$ cat src/rtl/chk_arbiter.sv
// Round-robin sequencer sharing one (a ^ b) checker between N_REQ requesters.
// Tracks saturating pass/fail statistics; en gates only new grants.
module chk_arbiter #(
  parameter int N_REQ   = 4,
  parameter int CNT_W   = 8,
  parameter int CHK_LAT = 2
) (
  input  logic                     clk,
  input  logic                     rst_n,
  input  logic                     en,
  input  logic [N_REQ-1:0]         req,
  input  logic [N_REQ-1:0]         a,
  input  logic [N_REQ-1:0]         b,
  output logic [N_REQ-1:0]         gnt,
  output logic                     busy,
  output logic                     done,
  output logic                     pass,
  output logic [$clog2(N_REQ)-1:0] done_id,
  output logic [CNT_W-1:0]         pass_cnt,
  output logic [CNT_W-1:0]         fail_cnt
);

  localparam int IW = $clog2(N_REQ);
  localparam int LW = 4;

  typedef enum logic [1:0] {
    IDLE,
    GRANT,
    EVAL,
    REPORT
  } state_t;

  state_t          state_q, state_d;
  logic [IW-1:0]   sel_q, sel_d;
  logic [IW-1:0]   ptr_q, ptr_d;
  logic [LW-1:0]   lat_q, lat_d;
  logic            op_q, op_d;
  logic [N_REQ-1:0] gnt_d;
  logic            busy_d, done_d, pass_d;
  logic [IW-1:0]   done_id_d;
  logic [CNT_W-1:0] pass_cnt_d, fail_cnt_d;
  logic            found;
  logic [IW-1:0]   pick;
  logic [IW-1:0]   cand;
  logic [IW-1:0]   ptr_nx;

  // First requester at or above ptr, wrapping modulo N_REQ
  always_comb begin
    found = 1'b0;
    pick  = sel_q;
    cand  = '0;
    for (int i = 0; i < N_REQ; i++) begin
      cand = IW'((int'(ptr_q) + i) % N_REQ);
      if (!found && req[cand]) begin
        found = 1'b1;
        pick  = cand;
      end
    end
  end

  assign ptr_nx = (sel_q == IW'(N_REQ - 1)) ? '0 : sel_q + IW'(1);

  always_comb begin
    state_d    = state_q;
    sel_d      = sel_q;
    ptr_d      = ptr_q;
    lat_d      = lat_q;
    op_d       = op_q;
    gnt_d      = '0;
    busy_d     = busy;
    done_d     = 1'b0;
    pass_d     = pass;
    done_id_d  = done_id;
    pass_cnt_d = pass_cnt;
    fail_cnt_d = fail_cnt;
    unique case (state_q)
      IDLE: begin
        if (en && found) begin
          state_d      = GRANT;
          sel_d        = pick;
          gnt_d[pick]  = 1'b1;
          busy_d       = 1'b1;
        end
      end
      GRANT: begin
        op_d    = a[sel_q] ^ b[sel_q];
        lat_d   = LW'(CHK_LAT - 1);
        state_d = EVAL;
      end
      EVAL: begin
        if (lat_q == '0) begin
          state_d   = REPORT;
          done_d    = 1'b1;
          pass_d    = op_q;
          done_id_d = sel_q;
          ptr_d     = ptr_nx;
          if (op_q) begin
            if (pass_cnt != '1) pass_cnt_d = pass_cnt + CNT_W'(1);
          end else begin
            if (fail_cnt != '1) fail_cnt_d = fail_cnt + CNT_W'(1);
          end
        end else begin
          lat_d = lat_q - LW'(1);
        end
      end
      REPORT: begin
        state_d = IDLE;
        busy_d  = 1'b0;
      end
      default: state_d = IDLE;
    endcase
  end

  always_ff @(posedge clk or negedge rst_n) begin
    if (!rst_n) begin
      state_q  <= IDLE;
      sel_q    <= '0;
      ptr_q    <= '0;
      lat_q    <= '0;
      op_q     <= 1'b0;
      gnt      <= '0;
      busy     <= 1'b0;
      done     <= 1'b0;
      pass     <= 1'b0;
      done_id  <= '0;
      pass_cnt <= '0;
      fail_cnt <= '0;
    end else begin
      state_q  <= state_d;
      sel_q    <= sel_d;
      ptr_q    <= ptr_d;
      lat_q    <= lat_d;
      op_q     <= op_d;
      gnt      <= gnt_d;
      busy     <= busy_d;
      done     <= done_d;
      pass     <= pass_d;
      done_id  <= done_id_d;
      pass_cnt <= pass_cnt_d;
      fail_cnt <= fail_cnt_d;
    end
  end

endmodule

$ cat config.mk
export PLATFORM = sky130hd
export DESIGN_NAME = chk_arbiter
export DESIGN_NICKNAME = d
export VERILOG_FILES = /design/src/rtl/chk_arbiter.sv
export SDC_FILE = /design/constraint.sdc
export NUM_CORES = 1
export LEC_CHECK = 0
export ABC_AREA = 1
export BUFFER_PORTS_ARGS = -buffer_cell sky130_fd_sc_hd__buf_4
export CAP_MARGIN = 10
export CORE_ASPECT_RATIO = 1.75
export CORE_UTILIZATION = 30
export DETAILED_ROUTE_END_ITERATION = 8
export GPL_TIMING_DRIVEN = 0
export PLACE_DENSITY = 0.45
export SLEW_MARGIN = 25
export SYNTH_ARGS = -nofsm -noshare
export SYNTH_HDL_FRONTEND = slang
export SYNTH_SLANG_ARGS = --single-unit
$ cat constraint.sdc
create_clock -name clk -period 1.8 [get_ports clk]
set_input_delay 0.18 -clock clk [delete_from_list [all_inputs] [get_ports clk]]
set_output_delay 0.18 -clock clk [all_outputs]
set_load 0.02 [all_outputs]
# [Word-level counts from Yosys, hierarchy flattened]
# Index checks and enable logic that the tools add are counted.
[op_classes] addsub=7 n_lt_le_gt_ge=7 muxes=34 n_eq_ne=9 reduce_logical=19 bitwise_logic=2
[op_table] op="$lt 2x3->1 const B" count=6
[op_table] op="$add 8x1->8 const B" count=2
[op_table] op="$ne 8x8->1 const B" count=2
[op_table] op="$mux 1" count=14
[op_table] op="$mux 2" count=7
[op_table] op="$bmux 1 s2" count=6
[op_table] op="$mux 4" count=3
[op_table] op="$reduce_and 2->1" count=5
[op_table] op="$pmux 2 s4" count=1
[op_table] op="$pmux 4 s2" count=1
[op_table] op="$reduce_and 4->1" count=2
[op_table] op="$eq 2x2->1 const B" count=3
[op_table] op="$ne 2x2->1 const B" count=3
[op_table] op="$logic_and 1x1->1" count=5
[op_table] op="$add 2x1->2 const B" count=2
[op_table] op="$add 2x2->2 const B" count=2
[op_table] op="$logic_not 4->1" count=1
[op_table] op="$reduce_bool 2->1" count=2
[op_table] op="$sub 4x1->4 const B" count=1
[op_table] op="$logic_not 1->1" count=3
[op_table] op="$demux 1 s2" count=1
[op_table] op="$eq 2x1->1 const B" count=1
[op_table] op="$ge 2x1->1 const B" count=1
[op_table] op="$logic_not 2->1" count=1
[op_table] op="3 further kinds" count=3
[word_totals] register_bits=36 in_bits=15 wordCells=90 output_inout_bits=25

# [Longest topological paths before layout]
[depth] word_depth=18 depth_mapped=13 depth_no_buf=13

# [Worst setup path before layout]
# No wires, ideal clock.
[synth_timing] path_type="reg2reg" start="register lat_q[0]" end="register pass_cnt[7]" path_slack_ns=0.155 stages_incl_launch_ff=11 arrival_time_ns=1.516 n_path_buf=0 period_less_slack_ns=1.645 t_required_ns=1.671 cell_sequence="dfrtp_1 -> inv_1 -> ha_1 -> nand2_1 -> nor2_1 -> nand2_2 -> nor2_2 -> nand2_1 -> nor2_1 -> nand4_1 -> xnor2_1"
[synth_between] elab_chain_len=2
[synth_rtl] item="start, declared" line_no="36" text="logic [LW-1:0] lat_q, lat_d;"
[synth_rtl] item="start signal, assigned" line_no="132" text="lat_q <= lat_d;"
[synth_rtl] item="$logic_not 4->1" line_no="91" text="if (lat_q == '0) begin"
[synth_rtl] item="$reduce_and 4->1 (no line)"
[synth_rtl] item="end signal, assigned" line_no="139" text="pass_cnt <= pass_cnt_d;"
[synth_rtl] item="end, declared" line_no="19" text="output logic [CNT_W-1:0] pass_cnt,"
# Every way passes these cells.
# A chain may end at the register's enable or synchronous reset.

# [Worst setup path after layout]
[layout_timing] start="register fail_cnt[0]" end="register fail_cnt[1]"
[layout_between] elab_chain_len=2 elab_cells_between_ends=3
[layout_rtl] item="start, declared" line_no="20" text="output logic [CNT_W-1:0] fail_cnt"
[layout_rtl] item="start signal, assigned" line_no="140" text="fail_cnt <= fail_cnt_d;"
[layout_rtl] item="parallel branches: the longest is 2 deep, another holds $add 8x1->8"
# Several ways; the timed one is not identified.

==> impl_results.rst <==
.. list-table::
   :header-rows: 1

   * - Metric
     - Value
   * - Weighted congestion reported at the end of routability-driven placement
     - a little under 0.8
   * - CP arrival
     - 1.84 ns
   * - Pins over their slew limit
     - 0
   * - Time the worst path needs with I/O delays and setup
     - 1.68 ns
   * - Crit path largest cell delay
     - approximately 0.4 ns
   * - Unrepaired setup endpoints after global routing
     - yes
   * - Async set or reset register ratio after synthesis
     - 100%
   * - # port buffers
     - 39
   * - Wire length of the first global-routing pass
     - 8.13 mm
   * - Final hold vios
     - 0
   * - WL per Instance
     - 12.4 µm
   * - Type of the setup path with the least slack
     - flop to flop
   * - Setup Slack @ Placement
     - -0.101 ns
   * - Starting utilization of the core area
     - 31.3%
   * - Area taken by flip-flops and latches
     - roughly 900 µm²
   * - Top cell type's share of synthesized area
     - 43.7%
   * - Kind of cell adding the most delay to the critical path
     - simple AND/OR/NAND/NOR gates
   * - Row cnt
     - 39
   * - Half-perimeter wire length of the detailed placement result
     - 3.67 mm
   * - Clock slew at the register clock pins of the worst setup and hold paths
     - about 0.050 ns
   * - Cell variety after synth
     - 30
   * - Largest net degree at the start of global routing
     - 37
   * - Amount of wire on met3 after detailed routing
     - 150 µm
   * - GRT Residual Overflow
     - 0
   * - Worst hold slack
     - 0.260 ns
   * - Highest routed layer
     - met4
   * - Ratio of cells with drive above 1 in the final layout
     - 35.0%
   * - Type of element capturing the critical path
     - flop
   * - Worst path cell trace
     - ha_1 > nand2_1 > nor2_1 > nand4_1 > nand3_4 > buf_4 > mux2_2
   * - Total power draw
     - 4.52 mW
   * - TritonCTS clock tree
     - done
   * - Sequential fraction of the synthesis area
     - between 40% and 50%
   * - Maximum vdd ir drop
     - 0.000579 V
   * - Part of the cycle the worst path needs
     - 93.1%
   * - Critical Path RT
     - 1.96 ns
   * - Total Nets Final
     - 323
   * - Final cell count without fillers
     - ~380
   * - Final core utilization
     - between 40% and 50%
   * - Mean instance size in the synthesized netlist
     - 8.41 µm²
   * - Cell count after synthesis
     - roughly 250
   * - Buf+Inv Stages, Crit Path
     - 1
   * - Initial antenna violation count
     - 0
   * - Vias per cell
     - 4.57
   * - Boundary pin count
     - 40
   * - Routed Antenna Nets
     - 0
   * - Relative slew slack
     - 69.1%
   * - Buffer type at the clock tree root
     - clkbuf_16
   * - Slowest stage cell, crit path
     - dfrtp_1
   * - Cell area reported after detailed placement
     - 2460 µm²
   * - Path type of the worst min-delay path
     - primary input to flop
   * - Met2 WL
     - between 2 and 3 mm
   * - Cell types occupying the most area after synthesis
     - dfrtp_1 (44%), nand2_1 (12%), ha_1 (5.5%)
   * - Outcome
     - finished clean
   * - CP max FO
     - 4
   * - Met1 routed wirelength after detailed routing
     - roughly 1.7 mm
   * - Floorplan die area
     - 7220 µm²
   * - DRC violation count after routing
     - 0
   * - Post-synth EDFFs
     - 0
   * - Ant. Diodes
     - 0
   * - Static power due to leakage
     - 1.40 nW
   * - H-tree lvl count
     - 2
   * - Design Area, Final
     - 2770 µm²
   * - Signed area change from the synthesized netlist to the final layout
     - 34.4%
   * - Total clock buffers created by CTS
     - 5
   * - Synth Warn #
     - 0
   * - Post-layout worst setup margin
     - between 0.1 and 0.15 ns
   * - Number of synthesized register bits
     - 36
   * - Fill count
     - 714
   * - Net count after synthesis
     - 269
   * - Number of clock sinks
     - 36
   * - Maxcap violations
     - 0
   * - Crit start category
     - flop
   * - Transition time at the pin with the least slew margin
     - 0.458 ns
   * - Most used DFF post-synth
     - dfrtp_1
   * - Core region area
     - approximately 6600 µm²
   * - Post-placement cell count
     - 366
   * - CTS max path bufs
     - 2
   * - Total number of vias
     - 1747
   * - Horizontal die dimension
     - ~65 µm
   * - Cell type with the highest aggregate area in the netlist
     - dfrtp_1
   * - Chip height
     - 112 µm
   * - Setup TNS
     - 0 ns
   * - Top cells by instance count after synthesis
     - nand2_1 (64), dfrtp_1 (36), nor2_1 (20)
   * - Insertion delay of the later-clocked pin in the worst-skew pair
     - ~0.28 ns
   * - Power per cell area
     - 1630 nW/µm²
   * - Highest achievable clock rate
     - 0.597 GHz
   * - Netlist area before placement
     - around 2100 µm²
   * - Post-Route Skew
     - 0.00353 ns
   * - Sum of routed wire length over all layers
     - 4.73 mm
   * - Final setup violation count
     - 0
   * - Initial DRC Count
     - 103
   * - GRT Resource Usage Total
     - 15.0%
   * - Vias in the first global route
     - between 1500 and 2000
   * - Multi-input combinational cell area
     - approximately 1100 µm²
   * - DR pass1 iterations
     - 4
   * - Library cell with the highest instance count after synthesis
     - nand2_1
[area by class of cell]
cell class | instances | share of cell area, %
multi-input cells | 182 | 41.3
flip-flops and latches | 36 | 32.6
repair buffers | 47 | 12.8
clock buffers | 5 | 4.52
inverters | 25 | 3.79
well taps | 82 | 3.70
clock inverters | 3 | 0.678
plain buffers | 2 | 0.542
[cell families (layout without fill, tap and decap cells)]
kind of cell / Yosys count / after routing / share of synthesized area, %
AND/OR/NAND/NOR: 130 / 130 / 30.4
XOR/XNOR: 18 / 18 / 7.65
flip-flops: 36 / 36 / 43.7
adder cells (fa/ha/maj): 9 / 9 / 5.46
multiplexers: 2 / 2 / 1.09
buffers and inverters: 27 / 82 / 5.16
AO/OA/AOI/OAI: 23 / 23 / 6.56
[cells in the final DEF, fill, tap and decap left out, types with 2 or more instances in the layout]
cell,instances
a21oi_1,2
buf_4,46
clkbuf_16,5
clkinv_2,3
dfrtp_1,34
dfrtp_2,2
ha_1,7
inv_1,14
inv_2,6
inv_4,2
mux2_2,2
nand2_1,61
nand2_2,12
nand2_4,3
nand3_1,17
nand3_2,6
nand3_4,2
nand4_1,2
nor2_1,16
nor2_2,3
nor2_4,5
o21a_1,2
o21ai_0,9
o21ai_1,5
o22ai_1,2
xnor2_1,10
xor2_1,8
[worst register-to-register path, cell delays in order (launching register included)]
cell and delay, ns:
dfrtp_1 0.41, ha_1 0.19, nand2_1 0.06, nor2_1 0.15, nand4_1 0.17, nand3_4 0.13
buf_4 0.13, mux2_2 0.31
[power breakdown]
part	internal (mW)	leakage [nW]	switching, mW	total (mW)
Sequential	1.07	0.469	0.234	1.30
Clock	0.509	0.0736	0.332	0.842
Combinational	0.925	0.855	1.45	2.37
[flip-flops by register name, summed over array words and instances (netlist names)]
name / flops
lat_q: 4
ptr_q: 2
sel_q: 2
done: 1
fail_cnt: 8
done_id: 2
gnt: 4
busy: 1
state_q: 2
op_q: 1
pass: 1
pass_cnt: 8
[per-layer routing]
metal / track usage, % / up-vias
met5: 0 / -
met4: 10.2 / 0
met3: 2.46 / 10
met2: 27.7 / 33
met1: 14.7 / 812
li1: - / 892
[final timing paths]
check	startpoint	to	slack, ns	cells after the start
setup / recovery	fail_cnt[0]	fail_cnt[1]	0.12	7
hold / removal	en	sel_q[1]	0.26	4
setup reg to reg	fail_cnt[0]	fail_cnt[1]	0.12	7
hold reg to reg	pass	pass	0.50	2
max in group asynchronous	rst_n	ptr_q[1]	1.07	2
min in group asynchronous	rst_n	gnt[0]	0.40	2
[what timing repair did]
action	in CTS	in global routing
endpoints found under the setup margin	7	14
gates resized for setup	7	25
hold buffers	1	0
pin swaps	1	4
endpoints found under the hold margin	36	0
buffers inserted	2	5
Power figures use the tool's default switching activity.
